===== config.mk =====
export PLATFORM = sky130hd
export DESIGN_NAME = axil_heartbeat_monitor
export DESIGN_NICKNAME = d
export VERILOG_FILES = /design/src/rtl/axil_heartbeat_monitor.sv
export SDC_FILE = /design/constraint.sdc
export NUM_CORES = 1
export LEC_CHECK = 0
export CAP_MARGIN = 20
export CORE_ASPECT_RATIO = 0.8
export CORE_MARGIN = 2
export CORE_UTILIZATION = 52
export DETAILED_ROUTE_END_ITERATION = 16
export GPL_TIMING_DRIVEN = 0
export PLACE_DENSITY = 0.8
export RECOVER_POWER = 25
export SYNTH_ARGS = -nofsm -noshare
export SYNTH_HDL_FRONTEND = slang
export SYNTH_SLANG_ARGS = --single-unit

===== constraint.sdc =====
create_clock -name aclk -period 2.8 [get_ports aclk]
set_input_delay 0.7 -clock aclk [delete_from_list [all_inputs] [get_ports aclk]]
set_output_delay 0.7 -clock aclk [all_outputs]
set_load 0.01 [all_outputs]

===== src/rtl/axil_heartbeat_monitor.sv =====
// AXI4-Lite heartbeat sink: records watchdog heartbeats, counts misses.
// Optional irq output and STATUS.irq_en with HEARTBEAT_MONITOR_IRQ_EN.
module axil_heartbeat_monitor #(
  parameter int C_S_AXI_DATA_WIDTH = 32,
  parameter int C_S_AXI_ADDR_WIDTH = 28,
  parameter int TIMEOUT_CYCLES     = 50000000
) (
  input  logic                            aclk,
  input  logic                            aresetn,
  input  logic [C_S_AXI_ADDR_WIDTH-1:0]   s_axil_awaddr,
  input  logic [2:0]                      s_axil_awprot,
  input  logic                            s_axil_awvalid,
  output logic                            s_axil_awready,
  input  logic [C_S_AXI_DATA_WIDTH-1:0]   s_axil_wdata,
  input  logic [C_S_AXI_DATA_WIDTH/8-1:0] s_axil_wstrb,
  input  logic                            s_axil_wvalid,
  output logic                            s_axil_wready,
  output logic [1:0]                      s_axil_bresp,
  output logic                            s_axil_bvalid,
  input  logic                            s_axil_bready,
  input  logic [C_S_AXI_ADDR_WIDTH-1:0]   s_axil_araddr,
  input  logic [2:0]                      s_axil_arprot,
  input  logic                            s_axil_arvalid,
  output logic                            s_axil_arready,
  output logic [C_S_AXI_DATA_WIDTH-1:0]   s_axil_rdata,
  output logic [1:0]                      s_axil_rresp,
  output logic                            s_axil_rvalid,
  input  logic                            s_axil_rready,
  output logic                            timeout
`ifdef HEARTBEAT_MONITOR_IRQ_EN
  ,
  output logic                            irq
`endif
);

  localparam int TW = $clog2(TIMEOUT_CYCLES);
  localparam logic [TW-1:0] T_LAST = TW'(TIMEOUT_CYCLES - 1);
  localparam int DW = C_S_AXI_DATA_WIDTH;

  typedef enum logic { W_IDLE, W_RESP } w_state_e;
  typedef enum logic { R_IDLE, R_DATA } r_state_e;

  w_state_e        w_state_q;
  r_state_e        r_state_q;
  logic            awready_q;
  logic            bvalid_q;
  logic            arready_q;
  logic            rvalid_q;
  logic [DW-1:0]   rdata_q;

  logic [DW-1:0]   hb_q, hb_d;
  logic [31:0]     count_q, count_d;
  logic [31:0]     misses_q, misses_d;
  logic [TW-1:0]   timer_q, timer_d;
  logic            armed_q, armed_d;
  logic            timeout_q, timeout_d;
  logic            irq_en_q, irq_en_d;

  logic            wr_fire;
  logic            rd_fire;
  logic            hb_wr;
  logic            st_wr;
  logic            expire;
  logic [DW-1:0]   rd_mux;

  logic            unused_ok;

  assign unused_ok = ^{s_axil_awprot, s_axil_arprot, s_axil_wstrb,
                       s_axil_awaddr[C_S_AXI_ADDR_WIDTH-1:4],
                       s_axil_awaddr[1:0],
                       s_axil_araddr[C_S_AXI_ADDR_WIDTH-1:4],
                       s_axil_araddr[1:0]};

  assign wr_fire = (w_state_q == W_IDLE) & awready_q
                 & s_axil_awvalid & s_axil_wvalid;
  assign rd_fire = (r_state_q == R_IDLE) & arready_q & s_axil_arvalid;
  assign hb_wr   = wr_fire & (s_axil_awaddr[3:2] == 2'd0);
  assign st_wr   = wr_fire & (s_axil_awaddr[3:2] == 2'd2);

  assign s_axil_awready = awready_q;
  assign s_axil_wready  = awready_q;
  assign s_axil_bvalid  = bvalid_q;
  assign s_axil_bresp   = 2'b00;
  assign s_axil_arready = arready_q;
  assign s_axil_rvalid  = rvalid_q;
  assign s_axil_rdata   = rdata_q;
  assign s_axil_rresp   = 2'b00;
  assign timeout        = timeout_q;

  always_ff @(posedge aclk) begin
    if (!aresetn) begin
      w_state_q <= W_IDLE;
      awready_q <= 1'b0;
      bvalid_q  <= 1'b0;
    end else begin
      unique case (w_state_q)
        W_IDLE: begin
          if (wr_fire) begin
            awready_q <= 1'b0;
            bvalid_q  <= 1'b1;
            w_state_q <= W_RESP;
          end else begin
            awready_q <= s_axil_awvalid & s_axil_wvalid & ~awready_q;
          end
        end
        W_RESP: begin
          if (s_axil_bready) begin
            bvalid_q  <= 1'b0;
            w_state_q <= W_IDLE;
          end
        end
      endcase
    end
  end

  always_ff @(posedge aclk) begin
    if (!aresetn) begin
      r_state_q <= R_IDLE;
      arready_q <= 1'b0;
      rvalid_q  <= 1'b0;
      rdata_q   <= '0;
    end else begin
      unique case (r_state_q)
        R_IDLE: begin
          if (rd_fire) begin
            arready_q <= 1'b0;
            rvalid_q  <= 1'b1;
            rdata_q   <= rd_mux;
            r_state_q <= R_DATA;
          end else begin
            arready_q <= s_axil_arvalid & ~arready_q;
          end
        end
        R_DATA: begin
          if (s_axil_rready) begin
            rvalid_q  <= 1'b0;
            r_state_q <= R_IDLE;
          end
        end
      endcase
    end
  end

  always_comb begin
    rd_mux = '0;
    unique case (s_axil_araddr[3:2])
      2'd0: rd_mux = hb_q;
      2'd1: rd_mux = DW'(count_q);
      2'd2: begin
        rd_mux[0] = timeout_q;
        rd_mux[1] = armed_q;
        rd_mux[2] = irq_en_q;
      end
      2'd3: rd_mux = DW'(misses_q);
    endcase
  end

  // A heartbeat in the expiry cycle wins; a W1C loses to a new expiry.
  always_comb begin
    hb_d      = hb_q;
    count_d   = count_q;
    misses_d  = misses_q;
    timer_d   = timer_q;
    armed_d   = armed_q;
    timeout_d = timeout_q;
    irq_en_d  = irq_en_q;
    expire    = 1'b0;
    if (hb_wr) begin
      hb_d    = s_axil_wdata;
      count_d = count_q + 32'd1;
      armed_d = 1'b1;
      timer_d = '0;
    end else if (armed_q) begin
      if (timer_q == T_LAST) begin
        expire  = 1'b1;
        timer_d = '0;
        if (misses_q != 32'hFFFF_FFFF) begin
          misses_d = misses_q + 32'd1;
        end
      end else begin
        timer_d = timer_q + 1'b1;
      end
    end
    if (st_wr && s_axil_wdata[0]) begin
      timeout_d = 1'b0;
    end
    if (expire) begin
      timeout_d = 1'b1;
    end
`ifdef HEARTBEAT_MONITOR_IRQ_EN
    if (st_wr) begin
      irq_en_d = s_axil_wdata[2];
    end
`endif
  end

  always_ff @(posedge aclk) begin
    if (!aresetn) begin
      hb_q      <= '0;
      count_q   <= '0;
      misses_q  <= '0;
      timer_q   <= '0;
      armed_q   <= 1'b0;
      timeout_q <= 1'b0;
      irq_en_q  <= 1'b0;
    end else begin
      hb_q      <= hb_d;
      count_q   <= count_d;
      misses_q  <= misses_d;
      timer_q   <= timer_d;
      armed_q   <= armed_d;
      timeout_q <= timeout_d;
      irq_en_q  <= irq_en_d;
    end
  end

`ifdef HEARTBEAT_MONITOR_IRQ_EN
  logic irq_q;

  always_ff @(posedge aclk) begin
    if (!aresetn) begin
      irq_q <= 1'b0;
    end else begin
      irq_q <= timeout_d & irq_en_d;
    end
  end

  assign irq = irq_q;
`endif

endmodule


==> results of run 1 <==
==> state kept, by name, indices dropped and copies added (netlist names) <==
name	flops
misses_q	32
armed_q	1
timeout	1
s_axil_bvalid	1
r_state_q	1
w_state_q	1
count_q	32
s_axil_awready	1
s_axil_arready	1
s_axil_rdata	32
hb_q	32
s_axil_rvalid	1
timer_q	26
==> critical path, stage by stage <==
cell,delay (ns)
sky130_fd_sc_hd__dlygate4sd3_1,0.58
sky130_fd_sc_hd__nor2_2,0.38
sky130_fd_sc_hd__nand4_1,0.35
sky130_fd_sc_hd__clkbuf_1,0.34
sky130_fd_sc_hd__nor4_1,0.50
sky130_fd_sc_hd__o21ai_0,0.16
==> layer usage <==
metal  part of all wire, %  track usage [%]
met2                    43             39.5
met5                     0                0
met3                   8.5             7.47
met1                    46             39.0
met4                   1.7             9.56
==> cell usage after synthesis, types with 2 or more instances <==
| master | number | share of area [%] |
|---|---|---|
| sky130_fd_sc_hd__and2_1 | 6 | 0.49 |
| sky130_fd_sc_hd__nand3_1 | 30 | 2.0 |
| sky130_fd_sc_hd__nor4b_1 | 3 | 0.35 |
| sky130_fd_sc_hd__and3_1 | 9 | 0.74 |
| sky130_fd_sc_hd__buf_2 | 8 | 0.53 |
| sky130_fd_sc_hd__a21oi_1 | 96 | 6.3 |
| sky130_fd_sc_hd__or3_1 | 18 | 1.5 |
| sky130_fd_sc_hd__clkbuf_1 | 39 | 1.9 |
| sky130_fd_sc_hd__buf_6 | 2 | 0.30 |
| sky130_fd_sc_hd__mux2i_1 | 43 | 5.7 |
| sky130_fd_sc_hd__buf_4 | 7 | 0.69 |
| sky130_fd_sc_hd__ha_1 | 3 | 0.49 |
| sky130_fd_sc_hd__nor3_1 | 16 | 1.1 |
| sky130_fd_sc_hd__o21ai_0 | 13 | 0.86 |
| sky130_fd_sc_hd__o31ai_1 | 15 | 1.5 |
| sky130_fd_sc_hd__mux4_2 | 2 | 0.59 |
| sky130_fd_sc_hd__xor2_1 | 15 | 1.7 |
| sky130_fd_sc_hd__and4_1 | 14 | 1.6 |
| sky130_fd_sc_hd__a211oi_1 | 31 | 3.1 |
| sky130_fd_sc_hd__nand4_1 | 31 | 2.6 |
| sky130_fd_sc_hd__nand2_1 | 111 | 5.5 |
| sky130_fd_sc_hd__inv_1 | 10 | 0.49 |
| sky130_fd_sc_hd__or4_1 | 15 | 1.5 |
| sky130_fd_sc_hd__nor4_1 | 21 | 1.7 |
| sky130_fd_sc_hd__dfxtp_1 | 162 | 43 |
| sky130_fd_sc_hd__nor3b_1 | 3 | 0.30 |
| sky130_fd_sc_hd__xnor2_1 | 33 | 3.8 |
| sky130_fd_sc_hd__buf_1 | 10 | 0.49 |
| sky130_fd_sc_hd__nor2_1 | 128 | 6.3 |
| sky130_fd_sc_hd__nand2b_1 | 11 | 0.91 |
==> path summary, 6_finish.rpt <==
path	to	slack [ns]
max	count_q[30]	0.07
min	hb_q[24]	0.46
max reg2reg	misses_q[21]	0.24
min reg2reg	hb_q[24]	0.46
==> cell usage in the layout, fill, tap and decap left out, types with 31 or more instances in the layout <==
master / count
sky130_fd_sc_hd__clkdlybuf4s50_1: 37
sky130_fd_sc_hd__clkbuf_1: 40
sky130_fd_sc_hd__dfxtp_1: 162
sky130_fd_sc_hd__mux2i_1: 43
sky130_fd_sc_hd__a21oi_1: 96
sky130_fd_sc_hd__nand4_1: 32
sky130_fd_sc_hd__a211oi_1: 31
sky130_fd_sc_hd__dlygate4sd3_1: 41
sky130_fd_sc_hd__nand2_1: 111
sky130_fd_sc_hd__nor2_1: 127
sky130_fd_sc_hd__xnor2_1: 33
==> cells by family after synthesis <==
kind of cell / share of synthesized area, %
simple gates: 27.6
other cells: 0.0494
xor+xnor: 5.54
buf+inv: 4.55
flops: 42.8
mux: 6.27
compound gates: 12.7
fa+ha+maj: 0.495
==> final cells by class <==
class	count	area, um^2	area share [%]
multi-input combinational	687	4010	43.4
buffer	67	308	3.33
clock inverter	13	186	2.02
inverter	11	41.3	0.447
timing repair buffer	79	786	8.51
tap	184	230	2.49
clock buffer	18	429	4.65
sequential	162	3240	35.1
==> stage by stage <==
| step | cells | setup WS [ns] | total power, mW | utilization [%] |
|---|---|---|---|---|
| 2_1_floorplan | 927 | 0.625 | 2.54 | - |
| 3_3_place_gp | 1189 | -0.311 | 2.69 | 60.4 |
| 3_5_place_dp | 1189 | -0.400 | 2.69 | 60.4 |
| 4_1_cts | 1220 | 0.0507 | 5.10 | 64.7 |
| 5_1_grt | 1221 | 0.0355 | 5.22 | 64.8 |
| 6_report | 1221 | 0.0734 | 5.08 | 64.8 |
==> where the power goes <==
part	total [mW]	switching [mW]	internal (mW)
clock network	2.44	0.957	1.49
logic	0.287	0.156	0.131
registers	2.35	0.0156	2.33
==> timing repair <==
item,4_1_cts,5_1_grt
resized for setup,0,6
endpoints found under the setup margin,0,28
hold endpoints to repair,0,0
==> impl_results.html, run 1 <==
<table>
<tr><th>Metric</th><th>Value</th></tr>
<tr><th colspan="2">Run status</th></tr>
<tr><td>Outcome</td><td>finished clean</td></tr>
<tr><th colspan="2">Floorplan</th></tr>
<tr><td>Row Count</td><td>39</td></tr>
<tr><td>Total die area</td><td>15600 um^2</td></tr>
<tr><td>Floorplan die width</td><td>139 um</td></tr>
<tr><td>Area of the placeable core</td><td>14200 um^2</td></tr>
<tr><td>Vertical die dimension</td><td>112 um</td></tr>
<tr><td>Top-level port count</td><td>147</td></tr>
<tr><td>Initial Util</td><td>53.2%</td></tr>
<tr><th colspan="2">Global route</th></tr>
<tr><td>Wire length of the first global-routing pass</td><td>33600 um</td></tr>
<tr><td>Number of antenna violations at the first check in global routing</td><td>0</td></tr>
<tr><td>Largest net degree at the start of global routing</td><td>17</td></tr>
<tr><td>Number of global-route vias before repair</td><td>6569</td></tr>
<tr><td>GRT Resource Usage Total</td><td>27.2%</td></tr>
<tr><td>Total congestion overflow</td><td>0</td></tr>
<tr><th colspan="2">Critical path</th></tr>
<tr><td>Startpoint of the worst register-to-register path</td><td>timer_q[7]</td></tr>
<tr><td>Maximum fanout encountered on the critical timing path</td><td>10</td></tr>
<tr><td>Critical path class</td><td>in2reg</td></tr>
<tr><td>Data arrival time of the worst path</td><td>3.02 ns</td></tr>
<tr><td>CP Data Required Time</td><td>3.09 ns</td></tr>
<tr><td>Number of cell instances on the worst register-to-register path</td><td>5</td></tr>
<tr><td>Crit path capture type</td><td>flip-flop</td></tr>
<tr><td>Critical path origin</td><td>s_axil_awaddr[3]</td></tr>
<tr><td>Startpoint Class</td><td>input port</td></tr>
<tr><th colspan="2">Detailed routing</th></tr>
<tr><td>Via total after detailed routing</td><td>7138</td></tr>
<tr><td>Final WL</td><td>20800 um</td></tr>
<tr><td>Routed vias/inst</td><td>5.85</td></tr>
<tr><td>Mean routed wirelength per cell</td><td>17.0 um</td></tr>
<tr><td>First-pass iteration count of the detailed router</td><td>6</td></tr>
<tr><td>Count of routing violations after the opening detailed-route iteration</td><td>730</td></tr>
<tr><td>Antenna-violating nets left</td><td>0</td></tr>
<tr><td>Final routed DRC violation total</td><td>0</td></tr>
<tr><th colspan="2">Timing</th></tr>
<tr><td>Setup tns final</td><td>0 ns</td></tr>
<tr><td>Setup repair after global routing missed its margin</td><td>no</td></tr>
<tr><td>Final cycle utilization of the critical path</td><td>97.4%</td></tr>
<tr><td>Max Clk Rate</td><td>367 MHz</td></tr>
<tr><td>Max-Slew Margin vs Limit</td><td>43.4%</td></tr>
<tr><td>Worst Clk Skew</td><td>0.0110 ns</td></tr>
<tr><td>Worst-margin pin slew</td><td>0.849 ns</td></tr>
<tr><td>Number of endpoints failing setup at the final stage</td><td>0</td></tr>
<tr><td>Minimum clock period after layout</td><td>2.73 ns</td></tr>
<tr><td>Number of slew-limit violations in the final report</td><td>0</td></tr>
<tr><td>Worst hold slack after final layout</td><td>0.458 ns</td></tr>
<tr><td>Number of endpoints with negative hold slack in the final report</td><td>0</td></tr>
<tr><th colspan="2">Min path</th></tr>
<tr><td>Path type of the worst min-delay path</td><td>reg2reg</td></tr>
<tr><td>Hold path startpoint</td><td>hb_q[24]</td></tr>
<tr><td>Hold path cells</td><td>2</td></tr>
<tr><th colspan="2">Final layout</th></tr>
<tr><td>Number of fill cells in the layout</td><td>1222</td></tr>
<tr><td>Share of cells above drive strength 1</td><td>5.79%</td></tr>
<tr><td>Cell area after layout</td><td>9230 um^2</td></tr>
<tr><td>Area Overhead vs Synth</td><td>21.7%</td></tr>
<tr><td>Post-layout net count</td><td>1133</td></tr>
<tr><td>Number of inserted diodes</td><td>0</td></tr>
<tr><th colspan="2">Synthesis</th></tr>
<tr><td>Post-synth cell types</td><td>49</td></tr>
<tr><td>Number of flops mapped to enable cells by yosys</td><td>0</td></tr>
<tr><td>Sequential-to-total area share from yosys stat</td><td>42.8%</td></tr>
<tr><td>Share of flip-flops with an asynchronous set or reset after synthesis</td><td>0%</td></tr>
<tr><td>Mapped cell area</td><td>7580 um^2</td></tr>
<tr><td>Syn Inst Count</td><td>924</td></tr>
<tr><td>Average cell area after synthesis</td><td>8.21 um^2</td></tr>
<tr><td>#FFs+latches synth</td><td>162</td></tr>
<tr><td>Yosys warning total</td><td>0</td></tr>
<tr><td>Ys flop type</td><td>sky130_fd_sc_hd__dfxtp_1</td></tr>
<tr><th colspan="2">Flow run</th></tr>
<tr><td>MaxCap Viol Count</td><td>0</td></tr>
<tr><th colspan="2">Pwr</th></tr>
<tr><td>Total leakage power</td><td>3.11 nW</td></tr>
<tr><td>Worst IR Drop VDD</td><td>418 uV</td></tr>
<tr><td>Cell Pwr Density</td><td>550 nW/um^2</td></tr>
<tr><th colspan="2">CTS</th></tr>
<tr><td>Clock-pin slew of the registers on the worst-case setup and hold paths</td><td>0.06 ns</td></tr>
<tr><td>Clock latency on the worst-skew pair</td><td>0.43 ns</td></tr>
<tr><td>Max Root-Sink Buffers</td><td>2</td></tr>
<tr><td>Clock tree from TritonCTS</td><td>done</td></tr>
<tr><td>CTS root buffer</td><td>sky130_fd_sc_hd__clkbuf_16</td></tr>
<tr><td>Number of buffers inserted by hold repair at cts</td><td>0</td></tr>
<tr><td>Post-CTS repair timing setup buffer count</td><td>0</td></tr>
<tr><td>Total number of clock tree sinks</td><td>162</td></tr>
<tr><td>Number of H-tree levels</td><td>4</td></tr>
<tr><td>Total clock buffers created by CTS</td><td>17</td></tr>
<tr><th colspan="2">Placed design</th></tr>
<tr><td>Count of port buffers added during placement</td><td>78</td></tr>
<tr><td>Detail Placement HPWL</td><td>15200 um</td></tr>
<tr><td>Routability-driven placement congestion ratio</td><td>0.933</td></tr>
<tr><td>Area post-placement</td><td>8610 um^2</td></tr>
</table>
Power figures use the tool's default switching activity.
==> inputs of run 2 (changes only) <==
--- a/config.mk
+++ b/config.mk
@@ -10,6 +10,7 @@
 export CORE_MARGIN = 2
 export CORE_UTILIZATION = 52
 export DETAILED_ROUTE_END_ITERATION = 16
+export GPL_ROUTABILITY_DRIVEN = 0
 export GPL_TIMING_DRIVEN = 0
 export PLACE_DENSITY = 0.8
 export RECOVER_POWER = 25
==> results of run 2 <==
Same layout as run 1: the final DEF is identical, and so are final timing and power.
